==> src/rtl/controller_sequencer_if.sv <==
// Opcode/control-word bundle between the SAP-1 sequencer and the datapath.
// master = sequencer side, slave = datapath side.
interface controller_sequencer_if;
  logic [3:0]  instruction;
  logic [11:0] CON;
  logic [5:0]  T;
  logic        HLT;

  modport master (input instruction, output CON, output T, output HLT);
  modport slave  (output instruction, input CON, input T, input HLT);
endinterface

==> src/rtl/controller_sequencer.sv <==
// SAP-1 controller-sequencer: six-state one-hot ring (T1..T6) decoding the
// opcode nibble into the 12-bit control word; HLT parks the ring until CLR.
module controller_sequencer (
  input  logic                      CLK,
  input  logic                      CLR,
  controller_sequencer_if.master    bus
);

  typedef enum logic [5:0] {
    S_HALT = 6'b000000,
    S_T1   = 6'b000001,
    S_T2   = 6'b000010,
    S_T3   = 6'b000100,
    S_T4   = 6'b001000,
    S_T5   = 6'b010000,
    S_T6   = 6'b100000
  } state_e;

  localparam logic [3:0] OP_LDA = 4'b0000;
  localparam logic [3:0] OP_ADD = 4'b0001;
  localparam logic [3:0] OP_SUB = 4'b0010;
  localparam logic [3:0] OP_OUT = 4'b1110;
  localparam logic [3:0] OP_HLT = 4'b1111;

  // Bits: C_P E_P L_M_bar E_R_bar L_I_bar E_I_bar L_A_bar E_A S_U E_U L_B_bar L_O_bar
  localparam logic [11:0] CON_IDLE  = 12'h3E3;
  localparam logic [11:0] CON_ADDR  = 12'h5E3;
  localparam logic [11:0] CON_INCR  = 12'hBE3;
  localparam logic [11:0] CON_MEM   = 12'h263;
  localparam logic [11:0] CON_IR2M  = 12'h1A3;
  localparam logic [11:0] CON_OUT   = 12'h3F2;
  localparam logic [11:0] CON_R2A   = 12'h2C3;
  localparam logic [11:0] CON_R2B   = 12'h2E1;
  localparam logic [11:0] CON_ADD   = 12'h3C7;
  localparam logic [11:0] CON_SUB   = 12'h3CF;

  state_e      state_q, state_d;
  logic        hlt_q, hlt_d;
  logic [11:0] con;
  logic [3:0]  op;

  assign op = bus.instruction;

  always_ff @(posedge CLK) begin
    if (CLR) begin
      state_q <= S_T1;
      hlt_q   <= 1'b0;
    end else begin
      state_q <= state_d;
      hlt_q   <= hlt_d;
    end
  end

  always_comb begin
    state_d = state_q;
    hlt_d   = hlt_q;
    con     = CON_IDLE;
    case (state_q)
      S_T1: begin
        state_d = S_T2;
        con     = CON_ADDR;
      end
      S_T2: begin
        state_d = S_T3;
        con     = CON_INCR;
      end
      S_T3: begin
        state_d = S_T4;
        con     = CON_MEM;
      end
      S_T4: begin
        if (op == OP_HLT) begin
          state_d = S_HALT;
          hlt_d   = 1'b1;
        end else begin
          state_d = S_T5;
        end
        case (op)
          OP_LDA, OP_ADD, OP_SUB: con = CON_IR2M;
          OP_OUT:                 con = CON_OUT;
          default:                con = CON_IDLE;
        endcase
      end
      S_T5: begin
        state_d = S_T6;
        case (op)
          OP_LDA:         con = CON_R2A;
          OP_ADD, OP_SUB: con = CON_R2B;
          default:        con = CON_IDLE;
        endcase
      end
      S_T6: begin
        state_d = S_T1;
        case (op)
          OP_ADD:  con = CON_ADD;
          OP_SUB:  con = CON_SUB;
          default: con = CON_IDLE;
        endcase
      end
      S_HALT: state_d = S_HALT;
      // Non-one-hot encodings are unreachable; recover into fetch if ever seen.
      default: state_d = S_T1;
    endcase
    if (CLR) con = CON_IDLE;
  end

  assign bus.CON = con;
  assign bus.T   = state_q;
  assign bus.HLT = hlt_q;

endmodule

==> src/flat_wrapper.sv <==
// flat-port wrapper written by rule: the top's interface ports become plain ports
module controller_sequencer_flat 
  (CLK, CLR, bus_instruction, bus_CON, bus_T, bus_HLT);
  controller_sequencer_if bus_i ();
  input  logic CLK;
  input  logic CLR;
  input wire logic [$bits(bus_i.instruction)-1:0] bus_instruction;
  output wire logic [$bits(bus_i.CON)-1:0] bus_CON;
  output wire logic [$bits(bus_i.T)-1:0] bus_T;
  output wire logic [$bits(bus_i.HLT)-1:0] bus_HLT;
  assign bus_i.instruction = bus_instruction;
  assign bus_CON = bus_i.CON;
  assign bus_T = bus_i.T;
  assign bus_HLT = bus_i.HLT;
  controller_sequencer u_core (.CLK(CLK), .CLR(CLR), .bus(bus_i));
endmodule
==> config.mk <==
export PLATFORM = sky130hd
export DESIGN_NAME = controller_sequencer_flat
export DESIGN_NICKNAME = d
export VERILOG_FILES = /design/src/rtl/controller_sequencer_if.sv /design/src/rtl/controller_sequencer.sv /design/src/flat_wrapper.sv
export SDC_FILE = /design/constraint.sdc
export NUM_CORES = 1
export LEC_CHECK = 0
export CAP_MARGIN = 5
export CORE_AREA = 2 2 39 41
export CTS_BUF_LIST = sky130_fd_sc_hd__clkbuf_8
export DETAILED_ROUTE_END_ITERATION = 6
export DIE_AREA = 0 0 41 43
export GPL_TIMING_DRIVEN = 0
export PLACE_DENSITY_LB_ADDON = 0.15
export SYNTH_ARGS = -nofsm -noshare
export SYNTH_HDL_FRONTEND = slang
export SYNTH_SLANG_ARGS = --single-unit
==> constraint.sdc <==
create_clock -name CLK -period 1.75 [get_ports CLK]
set_input_delay 0.4375 -clock CLK [delete_from_list [all_inputs] [get_ports CLK]]
set_output_delay 0.4375 -clock CLK [all_outputs]
set_load 0.01 [all_outputs]
==> flow_metrics.py, run 1 <==
metrics = {
    "sta": {
        "fin_worst_hold_slack_ns": 0.471,
        "slew-limit-headroom_pct": 77.4,
        "unrepaired_setup_endpoints_after_global_routing": "true",
        "setup_viol": 10,
        "final_hold_viol_count": 0,
        "timing.final.ws_setup_ns": -0.282,
        "min_period_over_period_pct": 116,
        "finClkSkew_ns": 0.00263,
        "period_needed_ns": 2.03,
        "finalMaxSlewViolations": 0,
        "timing_worst_slew_pin_value_ns": 0.330,
        "clock.fmax_mhz": 492,
    },
    "layout": {
        "finalCoreUtilization_pct": 60.7,
        "syn_to_final_growth_pct": 83.8,
        "final_cell_area_um2": 840,
        "antenna-diode-count": 0,
        "layout_cells_sized_above_1_pct": 56.2,
        "layout.nets": 96,
    },
    "floorplanning": {
        "start_util_pct": 33.0,
        "chipWidth_um": 41,
        "placementRows": 14,
        "chipHeight_um": 43,
        "design.core.area_um2": 1380,
        "die-area_um2": 1760,
        "io_pins": 25,
    },
    "drt": {
        "drt-total-wl_um": 1270,
        "top_signal_layer_used": "met4",
        "wire_length_per_cell_um": 12.1,
        "detail-route-antenna-nets": 0,
        "drtPass1Iterations": 3,
        "wl_met3_um": 103,
        "route.detailed.drc": 0,
        "first_iter_violations": 9,
        "vias_per_cell": 4.96,
        "num_vias": 521,
        "m1WireLength_um": 548,
        "wl_met2_um": 582,
    },
    "critical_path": {
        "critical-path-top-delay-family": "simple AND/OR/NAND/NOR gates",
        "arrival_ns": 1.59,
        "worst_path_max_delay_cell": "sky130_fd_sc_hd__or4_4",
        "cp.required_ns": 1.31,
        "worst_path_largest_cell_delay_ns": 0.55,
        "cells_traversed_along_the_worst_timing_path": "or4_4 > nor4_4 > and2_1 > buf_2",
        "critical_path_peak_fanout": 4,
        "critical_path.n_buffers_inverters": 1,
        "startpoint_type": "register",
        "crit_type": "reg2out",
        "end_kind": "output port",
    },
    "global_routing": {
        "global_route.overflow_total": 0,
        "antenna_violations_before_repair": 0,
        "global_route_wire_length_before_repair_um": 1860,
        "global_route.usage.total_pct": 15.5,
        "via_count_of_the_first_global_routing_pass": 447,
        "grt_max_degree": 11,
    },
    "placement": {
        "detailed_place_hpwl_um": 857,
        "port_buffers": 24,
        "placedInstanceArea_um2": 717,
        "pre_cts_ws_ns": -1.05,
        "gp_congestion": 0.662,
    },
    "logic_synthesis": {
        "netlist_area_um2": 457,
        "syn_avg_cell_area_um2": 8.78,
        "yosys_warnings": 0,
        "yosys_register_bits": 7,
        "synth_sequential_area_ratio_pct": 30.7,
        "synth.net_count": 58,
        "postSynthCellCount": 52,
        "ys_types": 28,
    },
    "clocking": {
        "cts_tree": "done",
        "clk_root_buffer_cell": "sky130_fd_sc_hd__clkbuf_8",
        "clock_sink_count": 7,
        "clock_latency_ns": 0.23,
        "cts_buffers": 3,
        "clk_path_buf_depth": 2,
        "cts_max_level": 1,
        "cts.reportedPaths.clkPinSlew_ns": 0.04,
    },
    "pwr": {
        "power.static_leakage_uw": 0.000338,
        "power.density_nw_per_um2": 588,
        "post-layout-total-power_uw": 494,
        "vdd_drop_max_v": 0.000544,
    },
    "outcome": {
        "violations": "negative setup slack",
        "status": "finished with violations",
    },
    "worst_hold_path": {
        "worst_hold_path_class": "reg2reg",
    },
    "run": {
        "timing.max_cap.violations": 0,
    },
}
==> sequential cells by signal, summed over array words and instances, names as in the netlist <==
register	flops
u_core.bus.T	6
u_core.bus.HLT	1
==> path summary, 6_finish.rpt <==
path	start	to	slack, ns	cells after the start
worst min-delay path	u_core.bus.HLT	u_core.bus.HLT	0.47	2
worst max-delay path	u_core.bus.T[0]	bus_CON[2]	-0.28	4
worst min register to register	u_core.bus.HLT	u_core.bus.HLT	0.47	2
worst max register to register	u_core.bus.T[4]	u_core.bus.T[4]	0.55	4
==> power by group <==
part | switching [uW] | internal, uW
clock network | 73.5 | 152
registers | 4.57 | 161
logic | 48.0 | 54.6
total | 126 | 368
==> cell families (layout without fill, tap and decap cells) <==
family / Yosys count / in the layout / synth area share, %
flip-flops: 7 / 7 / 30.7
buffers and inverters: 2 / 39 / 1.64
XOR/XNOR: 1 / 1 / 1.92
AO/OA/AOI/OAI: 7 / 7 / 9.59
adder cells (fa/ha/maj): 1 / 1 / 2.19
AND/OR/NAND/NOR: 34 / 34 / 54.0
==> worst min-delay path, stage by stage, from the launching register on <==
cell and delay (ns):
sky130_fd_sc_hd__dfxtp_1 0.30, sky130_fd_sc_hd__inv_1 0.05, sky130_fd_sc_hd__o22ai_1 0.07
==> cells in the mapped netlist <==
master	instances	area [um2]
sky130_fd_sc_hd__a2111oi_0	1	8.76
sky130_fd_sc_hd__a211o_1	1	8.76
sky130_fd_sc_hd__and2_1	5	31.3
sky130_fd_sc_hd__and2b_1	2	15.0
sky130_fd_sc_hd__and2b_2	1	8.76
sky130_fd_sc_hd__and3_1	1	6.26
sky130_fd_sc_hd__and3_2	2	15.0
sky130_fd_sc_hd__and3b_2	1	10.0
sky130_fd_sc_hd__and4bb_2	1	12.5
sky130_fd_sc_hd__dfxtp_1	7	140
sky130_fd_sc_hd__inv_1	2	7.51
sky130_fd_sc_hd__maj3_1	1	10.0
sky130_fd_sc_hd__nand3_1	2	10.0
sky130_fd_sc_hd__nand4_1	1	6.26
sky130_fd_sc_hd__nand4b_1	1	8.76
sky130_fd_sc_hd__nor2_1	3	11.3
sky130_fd_sc_hd__nor2b_1	1	6.26
sky130_fd_sc_hd__nor3_1	5	25.0
sky130_fd_sc_hd__nor3b_1	2	15.0
sky130_fd_sc_hd__nor4_2	1	12.5
sky130_fd_sc_hd__nor4_4	1	21.3
sky130_fd_sc_hd__o21ai_0	4	20.0
sky130_fd_sc_hd__o22ai_1	1	6.26
sky130_fd_sc_hd__or2_2	1	6.26
sky130_fd_sc_hd__or2b_1	1	7.51
sky130_fd_sc_hd__or3_1	1	6.26
sky130_fd_sc_hd__or4_4	1	11.3
sky130_fd_sc_hd__xor2_1	1	8.76
==> area by class of cell <==
class / count / area (um2)
Multi-Input combinational cell: 43 / 352
Clock buffer: 3 / 41.3
Fill cell: 141 / 544
Sequential cell: 7 / 160
Clock inverter: 1 / 3.75
Tap cell: 16 / 20.0
Timing Repair Buffer: 33 / 255
Inverter: 2 / 7.51
==> per-layer routing <==
layer  vias up  GRT usage (%)
met5         -              0
met4         0           10.0
met3         2           3.66
met2        19           22.8
met1       229           19.0
li1        271              -
==> placed cells by master (no fill, tap or decap), types with 2 or more instances in the layout <==
master and instances:
sky130_fd_sc_hd__buf_6 6, sky130_fd_sc_hd__and3_4 2, sky130_fd_sc_hd__nor4_4 2, sky130_fd_sc_hd__dfxtp_4 5
sky130_fd_sc_hd__and2b_1 2, sky130_fd_sc_hd__buf_4 7, sky130_fd_sc_hd__clkbuf_8 3, sky130_fd_sc_hd__clkdlybuf4s50_1 7
sky130_fd_sc_hd__nor3_1 3, sky130_fd_sc_hd__buf_2 13, sky130_fd_sc_hd__and2_1 4, sky130_fd_sc_hd__nor3_2 2
sky130_fd_sc_hd__nor2_1 3, sky130_fd_sc_hd__inv_1 3, sky130_fd_sc_hd__o21ai_1 3
==> stage by stage <==
step | setup TNS, ns | cells
after floorplan | 0 | 52
after global placement | -9.65 | 92
after detailed placement | -9.80 | 92
after CTS | -2.13 | 103
after global routing | -2.44 | 105
final | -1.78 | 105
==> repair_timing <==
action / CTS / global route
hold buffers: 0 / 0
cloned: 0 / 0
resized for setup: 90 / 9
pin swaps: 13 / 6
setup endpoints to repair: 13 / 12
buffers inserted: 7 / 2
(Power assumes the default switching activity.)
==> run 2: changes to the inputs <==
--- a/config.mk
+++ b/config.mk
@@ -10,8 +10,10 @@
 export CTS_BUF_LIST = sky130_fd_sc_hd__clkbuf_8
 export DETAILED_ROUTE_END_ITERATION = 6
 export DIE_AREA = 0 0 41 43
+export GPL_ROUTABILITY_DRIVEN = 0
 export GPL_TIMING_DRIVEN = 0
 export PLACE_DENSITY_LB_ADDON = 0.15
+export SKIP_LAST_GASP = 1
 export SYNTH_ARGS = -nofsm -noshare
 export SYNTH_HDL_FRONTEND = slang
 export SYNTH_SLANG_ARGS = --single-unit
==> flow_metrics.py, run 2 (synthesis gave the netlist of run 1 again) <==
metrics = {
    "outcome": {
        "status": "finished with violations",
        "violations": "negative setup slack",
    },
    "pwr": {
        "p_seq_share_pct": 33.6,
        "power.share.switching_pct": 25.5,
        "vdd_drop_max_v": 0.000543,
        "switching_power_uw": 126,
        "power.static_leakage_uw": 0.000340,
        "power.density_nw_per_um2": 587,
        "power_frac_clock_pct": 45.5,
        "cell_internal_pwr_uw": 368,
        "post-layout-total-power_uw": 494,
        "p_comb_share_pct": 20.9,
    },
    "clocking": {
        "clock_latency_ns": 0.23,
        "clock_sink_count": 7,
        "cts_tree": "done",
        "clk_path_buf_depth": 2,
        "cts_hold_repair.buffers": 0,
        "cts_buffers": 3,
        "cts.reportedPaths.clkPinSlew_ns": 0.04,
        "clk_root_buffer_cell": "sky130_fd_sc_hd__clkbuf_8",
        "cts_max_level": 1,
    },
    "sta": {
        "timing.final.ws_setup_ns": -0.282,
        "slew-limit-headroom_pct": 77.6,
        "finClkSkew_ns": 0.00275,
        "min_period_over_period_pct": 116,
        "unrepaired_setup_endpoints_after_global_routing": "true",
        "clock.fmax_mhz": 492,
        "period_needed_ns": 2.03,
        "timing_worst_slew_pin_value_ns": 0.328,
        "final_hold_viol_count": 0,
        "finalMaxSlewViolations": 0,
        "fin_worst_hold_slack_ns": 0.471,
        "setup_viol": 10,
    },
    "floorplanning": {
        "chipWidth_um": 41,
        "io_pins": 25,
        "chipHeight_um": 43,
        "placementRows": 14,
        "die-area_um2": 1760,
        "start_util_pct": 33.0,
        "design.core.area_um2": 1380,
    },
    "global_routing": {
        "grt_max_degree": 11,
        "global_route_wire_length_before_repair_um": 1860,
        "global_route.usage.total_pct": 15.5,
        "global_route.overflow_total": 0,
        "via_count_of_the_first_global_routing_pass": 447,
        "antenna_violations_before_repair": 0,
    },
    "layout": {
        "layout.cells.most_common_list": "sky130_fd_sc_hd__buf_2 (11), sky130_fd_sc_hd__buf_4 (8), sky130_fd_sc_hd__clkdlybuf4s50_1 (7)",
        "final_cell_area_um2": 842,
        "layout_cells_sized_above_1_pct": 56.2,
        "layout.nets": 96,
        "antenna-diode-count": 0,
        "multi_input_comb_area_um2": 352,
        "final_common_cell": "sky130_fd_sc_hd__buf_2",
        "syn_to_final_growth_pct": 84.4,
        "largest_reg_flops": 6,
        "finalCoreUtilization_pct": 60.8,
        "seqCellArea_um2": 160,
        "filler_cell_count": 140,
    },
    "drt": {
        "vias_per_cell": 4.97,
        "first_iter_violations": 7,
        "detail-route-antenna-nets": 0,
        "drtPass1Iterations": 4,
        "drt-total-wl_um": 1260,
        "num_vias": 522,
        "wire_length_per_cell_um": 12.0,
        "route.detailed.drc": 0,
    },
    "critical_path": {
        "critical_path_peak_fanout": 4,
        "startpoint_type": "register",
        "crit_type": "reg2out",
        "cp.required_ns": 1.31,
        "arrival_ns": 1.59,
        "end_kind": "output port",
    },
    "worst_hold_path": {
        "worst_hold_path_class": "reg2reg",
    },
    "placement": {
        "detailed_place_hpwl_um": 857,
        "placedInstanceArea_um2": 717,
        "pre_cts_ws_ns": -1.05,
        "port_buffers": 24,
    },
    "run": {
        "timing.max_cap.violations": 0,
    },
}
-- run 2: layout make-up --
class                   instances  share of cell area [%]
inverters                       2                   0.892
clock buffers                   3                    4.90
clock inverters                 1                   0.446
flip-flops and latches          7                    19.0
multi-input cells              43                    41.8
well taps                      16                    2.38
repair buffers                 33                    30.6
-- run 2: power groups by stage --
stage	clock (uW)	combinational (uW)	sequential, uW
after floorplan	0	34.9	179
after global placement	0	80.1	178
after detailed placement	0	80.2	178
after CTS	233	96.6	169
after global routing	240	111	166
final	225	103	166
-- run 2: worst paths after layout --
path              slack, ns             from  cells past startpoint              end
hold reg to reg        0.47   u_core.bus.HLT                      2   u_core.bus.HLT
setup reg to reg       0.55  u_core.bus.T[4]                      4  u_core.bus.T[4]
setup / recovery      -0.28  u_core.bus.T[0]                      4       bus_CON[2]
hold / removal         0.47   u_core.bus.HLT                      2   u_core.bus.HLT
-- run 2: worst max-delay path: stages (launching register included) --
cell and delay, ns:
sky130_fd_sc_hd__dfxtp_4 0.33, sky130_fd_sc_hd__or4_4 0.55, sky130_fd_sc_hd__nor4_4 0.19, sky130_fd_sc_hd__and2_1 0.16, sky130_fd_sc_hd__buf_2 0.12
-- run 2: repair_timing --
item / CTS / global route
resized for setup: 86 / 14
pin swaps: 12 / 10
setup buffers: 7 / 2
endpoints found under the setup margin: 13 / 13
-- run 2: metrics by stage --
stage               cells  setup TNS [ns]
floorplan              52               0
global placement       92           -9.65
detailed placement     92           -9.80
CTS                   103           -2.32
global route          105           -2.43
finish                105           -1.78
-- run 2: metal layers --
| metal | share of wire, % | vias to the layer above | GRT usage [%] |
|---|---|---|---|
| met5 | 0 | - | 0 |
| met4 | 2.5 | 0 | 10.0 |
| met3 | 8.1 | 2 | 3.66 |
| met2 | 46 | 19 | 22.8 |
| met1 | 43 | 229 | 19.0 |
| li1 | - | 272 | - |
